--- src/rtl/proc_pkg.sv ---
// Shared definitions for the processor core slice.
// Holds default widths, the instruction opcode map, the instruction field
// layout and the fetch FSM state encoding.
package proc_pkg;

  localparam int unsigned ADDR_W_DEF = 12;
  localparam int unsigned DATA_W_DEF = 32;

  localparam logic [3:0] OP_NOP    = 4'd0;
  localparam logic [3:0] OP_LOAD   = 4'd1;
  localparam logic [3:0] OP_STORE  = 4'd2;
  localparam logic [3:0] OP_BRANCH = 4'd3;
  localparam logic [3:0] OP_XOR    = 4'd4;
  localparam logic [3:0] OP_ADD    = 4'd5;
  localparam logic [3:0] OP_ROT    = 4'd6;
  localparam logic [3:0] OP_SHIFT  = 4'd7;
  localparam logic [3:0] OP_HALT   = 4'd8;
  localparam logic [3:0] OP_CMP    = 4'd9;

  // Instruction layout: opcode in the top nibble, two 12-bit address fields.
  localparam int unsigned OPC_MSB = 31;
  localparam int unsigned OPC_LSB = 28;
  localparam int unsigned SRC_MSB = 23;
  localparam int unsigned SRC_LSB = 12;
  localparam int unsigned DST_MSB = 11;
  localparam int unsigned DST_LSB = 0;

  typedef enum logic {
    FS_IDLE = 1'b0,
    FS_REQ  = 1'b1
  } fetch_state_e;

  function automatic logic [3:0] opcode_of(input logic [31:0] word);
    return word[OPC_MSB:OPC_LSB];
  endfunction

endpackage

--- src/rtl/ifu_fifo.sv ---
// Prefetch buffer: DEPTH x W synchronous FIFO with flush.
// Ports:
//   clk, rst_n   clock, asynchronous active-low reset
//   push_i       write wdata_i (accepted when not full, or when popping)
//   pop_i        drop the head entry (ignored when empty)
//   flush_i      discard all entries; overrides push and pop
//   wdata_i      entry to write
//   rdata_o      head entry
//   full_o       DEPTH entries held
//   empty_o      no entries held
//   count_o      number of entries held
module ifu_fifo
  import proc_pkg::*;
#(
  parameter int unsigned DEPTH = 4,
  parameter int unsigned W     = 44
) (
  input  logic                   clk,
  input  logic                   rst_n,
  input  logic                   push_i,
  input  logic                   pop_i,
  input  logic                   flush_i,
  input  logic [W-1:0]           wdata_i,
  output logic [W-1:0]           rdata_o,
  output logic                   full_o,
  output logic                   empty_o,
  output logic [$clog2(DEPTH):0] count_o
);

  localparam int unsigned PW = $clog2(DEPTH);
  localparam int unsigned CW = PW + 1;

  logic [W-1:0]  mem_q [DEPTH];
  logic [PW-1:0] rd_ptr_q, rd_ptr_d;
  logic [PW-1:0] wr_ptr_q, wr_ptr_d;
  logic [CW-1:0] count_q, count_d;
  logic          do_push, do_pop;

  assign full_o  = (count_q == CW'(DEPTH));
  assign empty_o = (count_q == '0);
  assign count_o = count_q;
  assign rdata_o = mem_q[rd_ptr_q];

  always_comb begin
    rd_ptr_d = rd_ptr_q;
    wr_ptr_d = wr_ptr_q;
    count_d  = count_q;
    do_pop   = pop_i && !empty_o;
    do_push  = push_i && (!full_o || do_pop);
    if (flush_i) begin
      rd_ptr_d = '0;
      wr_ptr_d = '0;
      count_d  = '0;
    end else begin
      if (do_push) wr_ptr_d = wr_ptr_q + PW'(1);
      if (do_pop)  rd_ptr_d = rd_ptr_q + PW'(1);
      if (do_push && !do_pop)      count_d = count_q + CW'(1);
      else if (!do_push && do_pop) count_d = count_q - CW'(1);
    end
  end

  always_ff @(posedge clk or negedge rst_n) begin
    if (!rst_n) begin
      rd_ptr_q <= '0;
      wr_ptr_q <= '0;
      count_q  <= '0;
      for (int unsigned i = 0; i < DEPTH; i++) mem_q[i] <= '0;
    end else begin
      rd_ptr_q <= rd_ptr_d;
      wr_ptr_q <= wr_ptr_d;
      count_q  <= count_d;
      if (do_push && !flush_i) mem_q[wr_ptr_q] <= wdata_i;
    end
  end

endmodule

--- src/rtl/instr_fetch_unit.sv ---
// Prefetching instruction fetch stage.
// Reads instruction words over a single-outstanding req/ack memory port,
// buffers {pc, word} pairs and hands them to decode over valid/ready.
// Ports:
//   clk, rst_n               clock, asynchronous active-low reset
//   mem_req/mem_addr         read request and its word address (held until ack)
//   mem_ack/mem_rdata        read completion and data
//   instr_valid/instr/instr_pc/instr_ready   decode handshake (head of buffer)
//   redirect/redirect_pc     taken-branch pulse: flush and refetch from redirect_pc
//   halt                     level: stop issuing new fetches
//   halted                   halt applied and no request outstanding
module instr_fetch_unit
  import proc_pkg::*;
#(
  parameter int unsigned       ADDR_W   = ADDR_W_DEF,
  parameter int unsigned       DATA_W   = DATA_W_DEF,
  parameter int unsigned       DEPTH    = 4,
  parameter logic [ADDR_W-1:0] RESET_PC = '0
) (
  input  logic              clk,
  input  logic              rst_n,
  output logic              mem_req,
  output logic [ADDR_W-1:0] mem_addr,
  input  logic              mem_ack,
  input  logic [DATA_W-1:0] mem_rdata,
  output logic              instr_valid,
  output logic [DATA_W-1:0] instr,
  output logic [ADDR_W-1:0] instr_pc,
  input  logic              instr_ready,
  input  logic              redirect,
  input  logic [ADDR_W-1:0] redirect_pc,
  input  logic              halt,
  output logic              halted
);

  localparam int unsigned CW = $clog2(DEPTH) + 1;
  localparam logic [CW-1:0] DEPTH_V = CW'(DEPTH);

  fetch_state_e      state_q, state_d;
  logic [ADDR_W-1:0] fetch_pc_q, fetch_pc_d;
  logic [ADDR_W-1:0] req_addr_q, req_addr_d;
  logic              drop_q, drop_d;
  logic              halted_q, halted_d;

  logic              push, pop, flush, full, empty;
  logic [CW-1:0]     count, occ;
  logic [ADDR_W-1:0] pc_next;
  logic [ADDR_W+DATA_W-1:0] head;

  ifu_fifo #(
    .DEPTH (DEPTH),
    .W     (ADDR_W + DATA_W)
  ) u_fifo (
    .clk     (clk),
    .rst_n   (rst_n),
    .push_i  (push),
    .pop_i   (pop),
    .flush_i (flush),
    .wdata_i ({req_addr_q, mem_rdata}),
    .rdata_o (head),
    .full_o  (full),
    .empty_o (empty),
    .count_o (count)
  );

  assign instr_valid = !empty;
  assign instr       = head[DATA_W-1:0];
  assign instr_pc    = head[ADDR_W+DATA_W-1:DATA_W];
  assign mem_req     = (state_q == FS_REQ);
  // The request address lives in its own register so a redirect can retarget
  // fetch_pc while the outstanding request keeps its address until acked.
  assign mem_addr    = (state_q == FS_REQ) ? req_addr_q : '0;
  assign halted      = halted_q;
  assign flush       = redirect;
  assign pop         = instr_valid && instr_ready && !redirect;

  always_comb begin
    state_d    = state_q;
    fetch_pc_d = fetch_pc_q;
    req_addr_d = req_addr_q;
    drop_d     = drop_q;
    push       = 1'b0;
    pc_next    = fetch_pc_q;
    occ        = count;
    unique case (state_q)
      FS_IDLE: begin
        if (!redirect && !halt && !full && occ < DEPTH_V) begin
          state_d    = FS_REQ;
          req_addr_d = fetch_pc_q;
        end
      end
      FS_REQ: begin
        if (mem_ack) begin
          drop_d  = 1'b0;
          state_d = FS_IDLE;
          if (!drop_q && !redirect) begin
            push    = 1'b1;
            pc_next = fetch_pc_q + ADDR_W'(1);
            occ     = count + CW'(1);
          end
          fetch_pc_d = pc_next;
          // Chain straight into the next request when there is room.
          if (!redirect && !halt && occ < DEPTH_V) begin
            state_d    = FS_REQ;
            req_addr_d = pc_next;
          end
        end else if (redirect) begin
          drop_d = 1'b1;
        end
      end
      default: state_d = FS_IDLE;
    endcase
    if (redirect) fetch_pc_d = redirect_pc;
    halted_d = halt && !redirect && (state_d == FS_IDLE);
  end

  always_ff @(posedge clk or negedge rst_n) begin
    if (!rst_n) begin
      state_q    <= FS_IDLE;
      fetch_pc_q <= RESET_PC;
      req_addr_q <= RESET_PC;
      drop_q     <= 1'b0;
      halted_q   <= 1'b0;
    end else begin
      state_q    <= state_d;
      fetch_pc_q <= fetch_pc_d;
      req_addr_q <= req_addr_d;
      drop_q     <= drop_d;
      halted_q   <= halted_d;
    end
  end

endmodule

--- config.mk ---
export PLATFORM = sky130hd
export DESIGN_NAME = instr_fetch_unit
export DESIGN_NICKNAME = d
export VERILOG_FILES = /design/src/rtl/proc_pkg.sv /design/src/rtl/ifu_fifo.sv /design/src/rtl/instr_fetch_unit.sv
export SDC_FILE = /design/constraint.sdc
export NUM_CORES = 1
export LEC_CHECK = 0
export BUFFER_PORTS_ARGS = -buffer_cell sky130_fd_sc_hd__buf_4
export CAP_MARGIN = 20
export CORE_UTILIZATION = 63
export DETAILED_ROUTE_END_ITERATION = 10
export PLACE_DENSITY = 0.95
export SYNTH_ARGS = -nofsm -noshare
export SYNTH_HDL_FRONTEND = slang
export SYNTH_SLANG_ARGS = --single-unit
export TNS_END_PERCENT = 5
--- constraint.sdc ---
create_clock -name clk -period 3.25 [get_ports clk]
set_input_delay 0.65 -clock clk [delete_from_list [all_inputs] [get_ports clk]]
set_output_delay 0.65 -clock clk [all_outputs]
set_load 0.01 [all_outputs]
==> key figures, run 1 <==
Synthesis
  • Synth Register Bits: 210
  • Synth Flop Type: dfrtp_1
  • Compound-cell area share of the yosys netlist: 0.0263
  • Synth area leader: dfrtp_1
  • Simple-gate share of the synthesized area: 0.0560
  • Synth cell types: 50
  • Main combinational cell family by area after synthesis: multiplexers
  • Synth Warn #: 0
  • Top cell type's share of synthesized area: 0.532
  • Post-synthesis mux area share: 0.320
  • Syn avg cell area: 15.1 sq um
  • Adder-cell share of the synthesized area: 0.0101
  • Post-Synth XOR/XNOR Area: 0.0204
  • Post-synthesis sequential area ratio: 0.532
  • Mapped cell area: roughly 0.0099 sq mm
  • Post-synthesis async set-or-reset flop share: 1.00
  • Synth Instances: 654
  • Synth area leaders: dfrtp_1 (53%), mux2_2 (17%), mux4_2 (10%), mux2_4 (4.4%), buf_6 (1.9%)
  • EDFF count, synth: 0
  • Syn nets: 712

Clock tree
  • TritonCTS clock tree: yes
  • CTS sink count: 210
  • Bufs on Longest Clock Path: 3
  • Hold Buf Count CTS: 0
  • H-tree lvl count: 1
  • Post-CTS setup buffer count: 0
  • Worst skew pair latency: 0.50 ns
  • Reg clk slew, reported paths: approximately 0.06 ns
  • CTS root buf: clkbuf_16
  • CTS Buf Count: 22
  • Post-cts resize count: 0

GRT
  • Vias in the first global route: 6582
  • Overall track demand over capacity in global routing: 0.274
  • Grt ovf: 0
  • Largest net degree at the start of global routing: 88
  • First-pass GRT wire length: 34500 um
  • Initial antenna violation count: 0

STA
  • Final Max Slew Viols: 0
  • Worst Hold Slack: 0.171 ns
  • Tmin final: 2.93 ns
  • Final setup vio count: 0
  • Slew @ Worst Pin: 0.777 ns
  • Final Cycle Share: 0.902
  • Unrepaired setup endpoints after global routing: no
  • Setup TNS: 0 ns
  • Worst clock skew: between 0.01 and 0.015 ns
  • Hold Fails Final Rpt: 0
  • F_max: 341 MHz
  • Slew margin rel.: 0.481

Status
  • Run status: finished, final reports clean

Placed design
  • Port-buffer cells: 108
  • Final RePlAce weighted congestion: 0.851
  • DP HPWL: 12800 um

Floorplan
  • Ports: 109
  • Die Area: 0.0162 sq mm
  • Core Region: 0.0153 sq mm
  • Die Height: around 130 um
  • Die width: 127 um
  • Initial core utilization: 0.647
  • Row count: 45

Detailed routing
  • # DRC: 0
  • Post-route ant nets: 0
  • DRT iter0 DRCs: 360
  • Routed WL: 20800 um
  • Final routed wire length divided by cell count: 21.1 um
  • Vias/cell: between 6 and 7
  • Via Count: 5964
  • Pre-Repair DR Iteration Count: 4

Job
  • Max-capacitance violation count: 0

Power and ir drop
  • Reg power frac: 0.407
  • Pwr dens: 789 mW/mm^2
  • Internal: 6.48 mW
  • Leakage: 5.50 nW
  • Switch share: 0.288
  • Clk network pwr share: 0.291
  • Peak VDD IR: 508 uV
  • Net switching power: between 2 and 3 mW
  • Comb power frac: 0.302

Final layout
  • Synth-to-Final Area Change: 16.8%
  • Nets@finish: 815
  • Diode count: 0
  • Fraction of layout cells with a size suffix above 1: 0.508

Critical path
  • CP Capture Type: output port
  • Startpoint types: flop
  • CP Max Fanout: 26
  • WS Path Type: reg -> out
  • Critical path required time: around 2.6 ns
  • Data arrival at the endpoint of the critical path: between 2 and 2.5 ns

Hold path
  • Hold crit path type: in -> async
==> worst paths after layout <==
check / depth (start not counted) / slack (ns) / start / endpoint
max: 3 / 0.32 / u_fifo.rd_ptr_q[0]$_DFFE_PN0P_ / instr[16]
min: 1 / 0.17 / rst_n / u_fifo.mem_q[154]$_DFFE_PN0P_
max reg2reg: 5 / 0.84 / drop_q$_DFFE_PN0P_ / u_fifo.mem_q[127]$_DFFE_PN0P_
min reg2reg: 1 / 0.50 / u_fifo.mem_q[12]$_DFFE_PN0P_ / u_fifo.mem_q[12]$_DFFE_PN0P_
max in group asynchronous: 2 / 2.20 / rst_n / u_fifo.mem_q[85]$_DFFE_PN0P_
min in group clk: 3 / 0.36 / redirect_pc[5] / fetch_pc_q[5]$_DFFE_PN0P_
==> worst max-delay path: stages, from the launching register on <==
cell and delay, ns:
dfrtp_4 0.75, buf_4 0.31, mux4_2 0.55, buf_4 0.16
==> final cells by class <==
class	count	area, sq um
fillers	846	3720
well taps	211	264
clock buffers	34	667
flip-flops and latches	210	5260
inverters	5	18.8
multi-input cells	394	4270
repair buffers	124	950
clock inverters	6	105
==> power by group through the flow <==
stage	Clock, mW	Sequential, mW	Combinational (mW)
3_5_place_dp	0	3.71	2.74
4_1_cts	2.68	3.70	2.77
2_1_floorplan	0	3.45	1.81
6_report	2.65	3.71	2.75
3_3_place_gp	0	3.63	2.64
5_1_grt	2.78	3.78	2.95
==> stage by stage <==
| stage | util | power (mW) | setup slack (ns) | cells | area [sq um] |
|---|---|---|---|---|---|
| 3_5_place_dp | 0.705 | 6.45 | 0.409 | 944 | 10800 |
| 2_1_floorplan | - | 5.27 | 1.18 | 654 | 9880 |
| 3_3_place_gp | 0.705 | 6.27 | 0.523 | 944 | 10800 |
| 4_1_cts | 0.756 | 9.15 | 0.267 | 984 | 11500 |
| 6_report | 0.756 | 9.10 | 0.320 | 984 | 11500 |
| 5_1_grt | 0.756 | 9.51 | 0.204 | 984 | 11500 |
==> cell families (layout without fill, tap and decap cells) <==
family,after synthesis,after routing
AOI/OAI and AO/OA,42,42
xor gates and xnor gates,23,23
adders and majority gates,8,8
buffers and inverters,50,169
DFF,210,210
muxes,227,227
and+or+nand+nor,94,94
==> layer usage <==
layer  wire length, um  vias to the layer above  share of wire  GRT usage
li1                  -                     2615              -          -
met1              8910                     3126           0.43      0.367
met2             10500                      189           0.51      0.475
met3               972                       34          0.047     0.0448
met4               367                        0          0.018     0.0665
met5                 0                        -              0          0
==> flip-flops by register name (all words and copies together), names as in the netlist <==
register,flops
u_fifo.mem_q,176
fetch_pc_q,12
req_addr_q,12
u_fifo.count_o,3
u_fifo.rd_ptr_q,2
u_fifo.wr_ptr_q,2
drop_q,1
halted,1
mem_req,1
==> placed cells by master (no fill, tap or decap), types with 7 or more instances in the layout <==
cell type  count
dfrtp_1      208
xnor2_1       17
nand4_1        7
mux2_2       151
mux4_2        44
buf_4        122
clkbuf_16     23
nand2_1       25
o21ai_0       11
ha_1           8
and2_1        13
a21oi_1       17
mux2_4        29
nand3_1        9
==> Yosys cell counts, drive strengths merged, types with 3 or more instances <==
| library cell | instances |
|---|---|
| xnor2 | 17 |
| ha | 8 |
| mux2i | 3 |
| xor2 | 6 |
| nand2 | 29 |
| nand3 | 9 |
| o21ai | 11 |
| mux4 | 44 |
| clkbuf | 18 |
| dfrtp | 210 |
| a31oi | 4 |
| nor3 | 6 |
| nand4 | 7 |
| buf | 27 |
| a21oi | 17 |
| mux2 | 180 |
| nor2 | 6 |
| inv | 5 |
| and2 | 13 |
| nor4 | 5 |
| nand3b | 3 |
(Power assumes the default switching activity.)
==> run 2: changes to the inputs <==
--- a/config.mk
+++ b/config.mk
@@ -7,9 +7,9 @@
 export LEC_CHECK = 0
 export BUFFER_PORTS_ARGS = -buffer_cell sky130_fd_sc_hd__buf_4
 export CAP_MARGIN = 20
-export CORE_UTILIZATION = 63
+export CORE_UTILIZATION = 50
 export DETAILED_ROUTE_END_ITERATION = 10
-export PLACE_DENSITY = 0.95
+export PLACE_DENSITY = 0.8
 export SYNTH_ARGS = -nofsm -noshare
 export SYNTH_HDL_FRONTEND = slang
 export SYNTH_SLANG_ARGS = --single-unit
==> key figures, run 2 (synthesis results as in run 1) <==
Clock tree
  • CTS Buf Count: 24 (+9.1%)
  • Hold Buf Count CTS: 0 (unchanged)
  • CTS sink count: 210 (unchanged)
  • Post-cts resize count: 0 (unchanged)
  • Post-CTS setup buffer count: 0 (unchanged)
  • CTS root buf: clkbuf_16
  • Reg clk slew, reported paths: 0.06 ns (about the same)
  • TritonCTS clock tree: yes
  • H-tree lvl count: 1 (unchanged)
  • Worst skew pair latency: 0.53 ns (+0.03 ns)
  • Bufs on Longest Clock Path: 3 (unchanged)

Critical path
  • Slowest CP cell: dfrtp_4
  • Slowest cell delay on critical path: 0.76 ns (about the same)
  • CP Max Fanout: 25 (-3.8%)
  • Most frequent CP cell: buf_4
  • Crit path cell chain: buf_4 -> mux4_2 -> buf_4
  • Flop-to-flop setup slack: 0.85 ns (about the same)
  • Critical path required time: 2.60 ns (about the same)
  • CP Capture Type: output port
  • Data arrival at the endpoint of the critical path: 2.28 ns (about the same)
  • Startpoint types: flop
  • WS Path Type: reg -> out

Floorplan
  • Row count: 51 (+13%)
  • Core Region: 0.0194 sq mm (+27%)
  • Die Height: 143 um (+12%)
  • Initial core utilization: 0.509 (-0.138)
  • Ports: 109 (unchanged)
  • Die Area: 0.0203 sq mm (+26%)
  • Die width: 143 um (+12%)

Detailed routing
  • Final routed wire length divided by cell count: 19.7 um (-6.9%)
  • Pre-Repair DR Iteration Count: 5 (+1)
  • # DRC: 0 (unchanged)
  • Via Count: 5875 (-1.5%)
  • Post-route ant nets: 0 (unchanged)
  • Vias/cell: 5.67 (-6.5%)
  • DRT iter0 DRCs: 240 (-33%)
  • Routed WL: 20400 um (-1.9%)

Power and ir drop
  • Net switching power: 2.62 mW (-0.11%)
  • Peak VDD IR: 334 uV (-34%)
  • Final Total Pwr: 8.87 mW (-2.6%)
  • Pwr dens: 768 mW/mm^2 (-2.7%)
  • Internal: 6.25 mW (-3.6%)
  • Comb power frac: 0.309 (+0.007)
  • Switch share: 0.295 (+0.00729)
  • Clk network pwr share: 0.276 (-0.015)
  • Leakage: 5.45 nW (-0.81%)
  • Reg power frac: 0.415 (+0.008)

Hold path
  • Hold crit path type: in -> async

STA
  • Final Cycle Share: 0.900 (-0.00159)
  • Final setup vio count: 0 (unchanged)
  • Hold Fails Final Rpt: 0 (unchanged)
  • Final Max Slew Viols: 0 (unchanged)
  • F_max: 342 MHz (+0.18%)
  • Unrepaired setup endpoints after global routing: no
  • Worst Hold Slack: 0.183 ns (+0.0121 ns)
  • Slew margin rel.: 0.498 (+0.0169)
  • Tmin final: 2.93 ns (-0.00516 ns)
  • Setup TNS: 0 ns (unchanged)
  • Worst clock skew: 0.0366 ns (+0.0251 ns)
  • Slew @ Worst Pin: 0.752 ns (-0.0253 ns)

GRT
  • Grt ovf: 0 (unchanged)
  • Initial antenna violation count: 0 (unchanged)
  • Largest net degree at the start of global routing: 85 (-3.4%)
  • Vias in the first global route: 6402 (-2.7%)
  • First-pass GRT wire length: 33400 um (-3.3%)
  • Overall track demand over capacity in global routing: 0.211 (-0.0636)

Final layout
  • Largest regs: u_fifo.mem_q (176), fetch_pc_q (12), req_addr_q (12)
  • Area of the multi-input gates: 0.00427 sq mm (unchanged)
  • Most flops, register: u_fifo.mem_q
  • Sequential cell area: 0.00526 sq mm (unchanged)
  • Diode count: 0 (unchanged)
  • Commonest non-fill, non-tap cell in the layout: dfrtp_1
  • Synth-to-Final Area Change: 16.9% (about the same)
  • Nets@finish: 814 (-0.12%)
  • Most frequent cells in the layout: dfrtp_1 (208), mux2_2 (151), buf_4 (117), mux4_2 (44), mux2_4 (29)
  • Fillers: 1525 (+80%)
  • Largest register FFs: 176 (unchanged)
  • Fraction of layout cells with a size suffix above 1: 0.504 (-0.00452)

Status
  • Run status: finished, final reports clean

Placed design
  • Final RePlAce weighted congestion: 0.847 (-0.46%)
  • DP HPWL: 12900 um (+1.1%)
  • Port-buffer cells: 108 (unchanged)

Job
  • Max-capacitance violation count: 0 (unchanged)
==> run 2: changes by cell type in the layout (fill, tap and decap cells not counted), sizes merged <==
cell / previous run / this run
buf: 123 / 120
bufinv: 3 / 0
clkbuf: 35 / 36
clkinv: 3 / 6
clkinvlp: 0 / 1
==> run 2: per-stage QoR <==
step | cells | area (sq um) | utilization | setup slack, ns
after floorplan | 654 | 9880 | - | 1.18
after global placement | 995 | 10800 | 0.559 | 0.489
after detailed placement | 995 | 10800 | 0.559 | 0.433
after CTS | 1037 | 11500 | 0.595 | 0.270
after global routing | 1037 | 11500 | 0.595 | 0.204
final | 1037 | 11500 | 0.595 | 0.325
==> run 2: final timing paths <==
kind | start | end | depth (start not counted)
min | rst_n | u_fifo.mem_q[58]$_DFFE_PN0P_ | 1
max in group asynchronous | rst_n | u_fifo.mem_q[20]$_DFFE_PN0P_ | 2
max | u_fifo.rd_ptr_q[0]$_DFFE_PN0P_ | instr[6] | 3
max reg2reg | drop_q$_DFFE_PN0P_ | u_fifo.mem_q[103]$_DFFE_PN0P_ | 5
min in group clk | redirect_pc[1] | fetch_pc_q[1]$_DFFE_PN0P_ | 3
min reg2reg | u_fifo.mem_q[82]$_DFFE_PN0P_ | u_fifo.mem_q[82]$_DFFE_PN0P_ | 1
==> run 2: cell type report <==
| cell class | count | share of cell area |
|---|---|---|
| multi-input combinational | 394 | 0.370 |
| clock inverter | 7 | 0.00423 |
| timing repair buffer | 121 | 0.0825 |
| sequential | 210 | 0.456 |
| clock buffer | 35 | 0.0573 |
| inverter | 5 | 0.00163 |
| tap | 265 | 0.0287 |
==> run 2: worst max-delay path: cells and delay by family (launching register included) <==
family                 cells  cell delay [ns]
flip-flops                 1             0.76
multiplexers               1             0.54
buffers and inverters      2             0.46
==> run 2: layer usage <==
layer / up-vias / routed length, um / GRT usage
li1: 2605 / - / -
met1: 3074 / 8690 / 0.276
met2: 167 / 10100 / 0.361
met3: 29 / 1220 / 0.0404
met4: 0 / 335 / 0.0521
met5: - / 0 / 0
==> run 2: power by group through the flow <==
stage / registers, mW / logic [mW] / clock network (mW)
floorplan: 3.45 / 1.81 / 0
global placement: 3.65 / 2.68 / 0
detailed placement: 3.72 / 2.76 / 0
CTS: 3.69 / 2.78 / 2.49
global route: 3.77 / 2.94 / 2.61
finish: 3.68 / 2.74 / 2.45
==> run 3: changes to the inputs <==
==> constraint.sdc (replaced) <==
create_clock -name clk -period 3.25 [get_ports clk]
set_input_delay 0.325 -clock clk [delete_from_list [all_inputs] [get_ports clk]]
set_output_delay 0.325 -clock clk [all_outputs]
set_load 0.01 [all_outputs]
==> key figures, run 3 (synthesis results as in run 1) <==
Job
  • Max-capacitance violation count: 0 (unchanged)

Clock tree
  • CTS root buf: clkbuf_16
  • Post-cts resize count: 0 (unchanged)
  • Post-CTS setup buffer count: 0 (unchanged)
  • Hold Buf Count CTS: 0 (unchanged)
  • TritonCTS clock tree: yes
  • H-tree lvl count: 1 (unchanged)
  • Worst skew pair latency: 0.51 ns (-0.02 ns)
  • Bufs on Longest Clock Path: 3 (unchanged)
  • CTS Buf Count: 22 (-8.3%)
  • CTS sink count: 210 (unchanged)
  • Reg clk slew, reported paths: 0.06 ns (about the same)

STA
  • Worst clock skew: 0.0140 ns (-0.0226 ns)
  • Hold Fails Final Rpt: 45 (+45)
  • Unrepaired setup endpoints after global routing: no
  • Final setup vio count: 0 (unchanged)
  • Tmin final: 2.66 ns (-0.261 ns)
  • Worst Hold Slack: -0.0475 ns (-0.231 ns)
  • Slew margin rel.: 0.355 (-0.143)
  • Slew @ Worst Pin: 0.968 ns (+0.216 ns)
  • Final Max Slew Viols: 0 (unchanged)
  • F_max: 375 MHz (+9.8%)
  • Setup TNS: 0 ns (unchanged)
  • Final Cycle Share: 0.820 (-0.0802)
  • Setup WS post-layout: 0.585 ns (+0.261 ns)

Detailed routing
  • Pre-Repair DR Iteration Count: 5 (unchanged)
  • # DRC: 0 (unchanged)
  • Vias/cell: 5.63 (-0.55%)
  • Via Count: 5803 (-1.2%)
  • Final routed wire length divided by cell count: 19.4 um (-1.4%)
  • DRT iter0 DRCs: 323 (+35%)
  • Routed WL: 20000 um (-2.0%)
  • Post-route ant nets: 0 (unchanged)

Critical path
  • WS Path Type: reg -> out
  • Slowest cell delay on critical path: 0.76 ns (about the same)
  • Data arrival at the endpoint of the critical path: 2.34 ns (+0.06 ns)
  • CP Capture Type: output port
  • Crit-path leading delay family: flip-flops
  • Startpoint types: flop
  • Slowest CP cell: dfrtp_4
  • Critical path required time: 2.92 ns (+0.32 ns)
  • Most frequent CP cell: buf_4
  • Crit path cell chain: buf_4 -> mux4_2 -> buf_4
  • Flop-to-flop setup slack: 0.71 ns (-0.14 ns)
  • CP Max Fanout: 26 (+4.0%)
  • CP Buf/Inv Count: 2 (unchanged)

Final layout
  • Most flops, register: u_fifo.mem_q
  • Nets@finish: 808 (-0.74%)
  • Commonest non-fill, non-tap cell in the layout: dfrtp_1
  • Fin area: 0.0116 sq mm (+0.30%)
  • Diode count: 0 (unchanged)
  • Largest regs: u_fifo.mem_q (176), fetch_pc_q (12), req_addr_q (12)
  • Fraction of layout cells with a size suffix above 1: 0.507 (+0.00330)
  • Largest register FFs: 176 (unchanged)
  • Synth-to-Final Area Change: 17.2%
  • Most frequent cells in the layout: dfrtp_1 (208), mux2_2 (151), buf_4 (114), mux4_2 (44), mux2_4 (29)
  • Fillers: 1515 (-0.66%)
  • Final std cells w/o fill: 1030 (-0.68%)

Floorplan
  • Row count: 51 (unchanged)
  • Core Region: 0.0194 sq mm (unchanged)
  • Die Area: 0.0203 sq mm (unchanged)
  • Die width: 143 um (unchanged)
  • Die Height: 143 um (unchanged)
  • Initial core utilization: 0.509 (unchanged)
  • Ports: 109 (unchanged)

GRT
  • Overall track demand over capacity in global routing: 0.205 (-0.00635)
  • First-pass GRT wire length: 32700 um (-2.2%)
  • Grt ovf: 0 (unchanged)
  • Initial antenna violation count: 0 (unchanged)
  • Largest net degree at the start of global routing: 123 (+45%)
  • Vias in the first global route: 6269 (-2.1%)

Placed design
  • Port-buffer cells: 108 (unchanged)
  • Inst Count DP: 991 (-0.40%)
  • Placed Area: 0.0108 sq mm (-0.39%)
  • DP HPWL: 12800 um (-0.88%)
  • Pre-CTS WS: 0.586 ns (+0.153 ns)
  • Final RePlAce weighted congestion: 0.841 (-0.73%)

Status
  • Failing checks: negative hold slack
  • Run status: finished, violations left

Power and ir drop
  • Leakage: 5.48 nW (+0.41%)
  • Peak VDD IR: 456 uV (+37%)
  • Pwr dens: 782 mW/mm^2 (+1.7%)

Hold path
  • Hold crit path type: in -> async
==> run 3: changes by cell type in the layout (fill, tap and decap cells not counted), sizes merged <==
| cell | delta |
|---|---|
| buf | -4 |
| bufinv | +3 |
| clkinv | -3 |
| clkbuf | -2 |
| clkinvlp | -1 |
==> run 3: area by class of cell <==
class / count / area (sq um) / area share
Clock buffer: 33 / 672 / 0.0580
Clock inverter: 6 / 116 / 0.0100
Inverter: 5 / 18.8 / 0.00162
Multi-Input combinational cell: 394 / 4270 / 0.369
Sequential cell: 210 / 5260 / 0.454
Tap cell: 265 / 332 / 0.0286
Timing Repair Buffer: 117 / 910 / 0.0786
==> run 3: through the flow <==
step / hold slack [ns] / total power, mW / util
detailed placement: 0.489 / 6.45 / 0.556
global route: 0.0246 / 9.49 / 0.597
floorplan: 0.0294 / 5.27 / -
finish: -0.0475 / 9.05 / 0.597
global placement: 0.481 / 6.30 / 0.556
CTS: 0.000112 / 9.14 / 0.597
==> run 3: power breakdown <==
group,leakage [nW],switching [mW],internal [mW]
sequential,2.76,0.487,3.19
clock,0.389,1.00,1.66
combinational,2.33,1.08,1.64
total,5.48,2.56,6.49
==> run 3: final timing paths <==
path,depth (start not counted),start,to
setup reg to reg,4,drop_q$_DFFE_PN0P_,u_fifo.mem_q[163]$_DFFE_PN0P_
hold reg to reg,1,u_fifo.mem_q[60]$_DFFE_PN0P_,u_fifo.mem_q[60]$_DFFE_PN0P_
max in group asynchronous,2,rst_n,u_fifo.mem_q[29]$_DFFE_PN0P_
min in group clk,3,redirect_pc[5],fetch_pc_q[5]$_DFFE_PN0P_
setup / recovery,3,u_fifo.rd_ptr_q[0]$_DFFE_PN0P_,instr[11]
hold / removal,1,rst_n,u_fifo.mem_q[106]$_DFFE_PN0P_
==> run 3: worst register-to-register path, delay by kind of cell, from the launching register on <==
kind	cells	cell delay, ns
muxes	1	0.47
DFF	1	0.46
and+or+nand+nor	2	0.97
AOI/OAI and AO/OA	1	0.52
==> run 3: per-layer routing <==
| layer | share of wire | routed length, um | up-vias | GRT usage |
|---|---|---|---|---|
| li1 | - | - | 2591 | - |
| met4 | 0.019 | 382 | 0 | 0.0504 |
| met5 | 0 | 0 | - | 0 |
| met3 | 0.051 | 1010 | 30 | 0.0340 |
| met1 | 0.43 | 8620 | 3020 | 0.274 |
| met2 | 0.50 | 9960 | 162 | 0.348 |
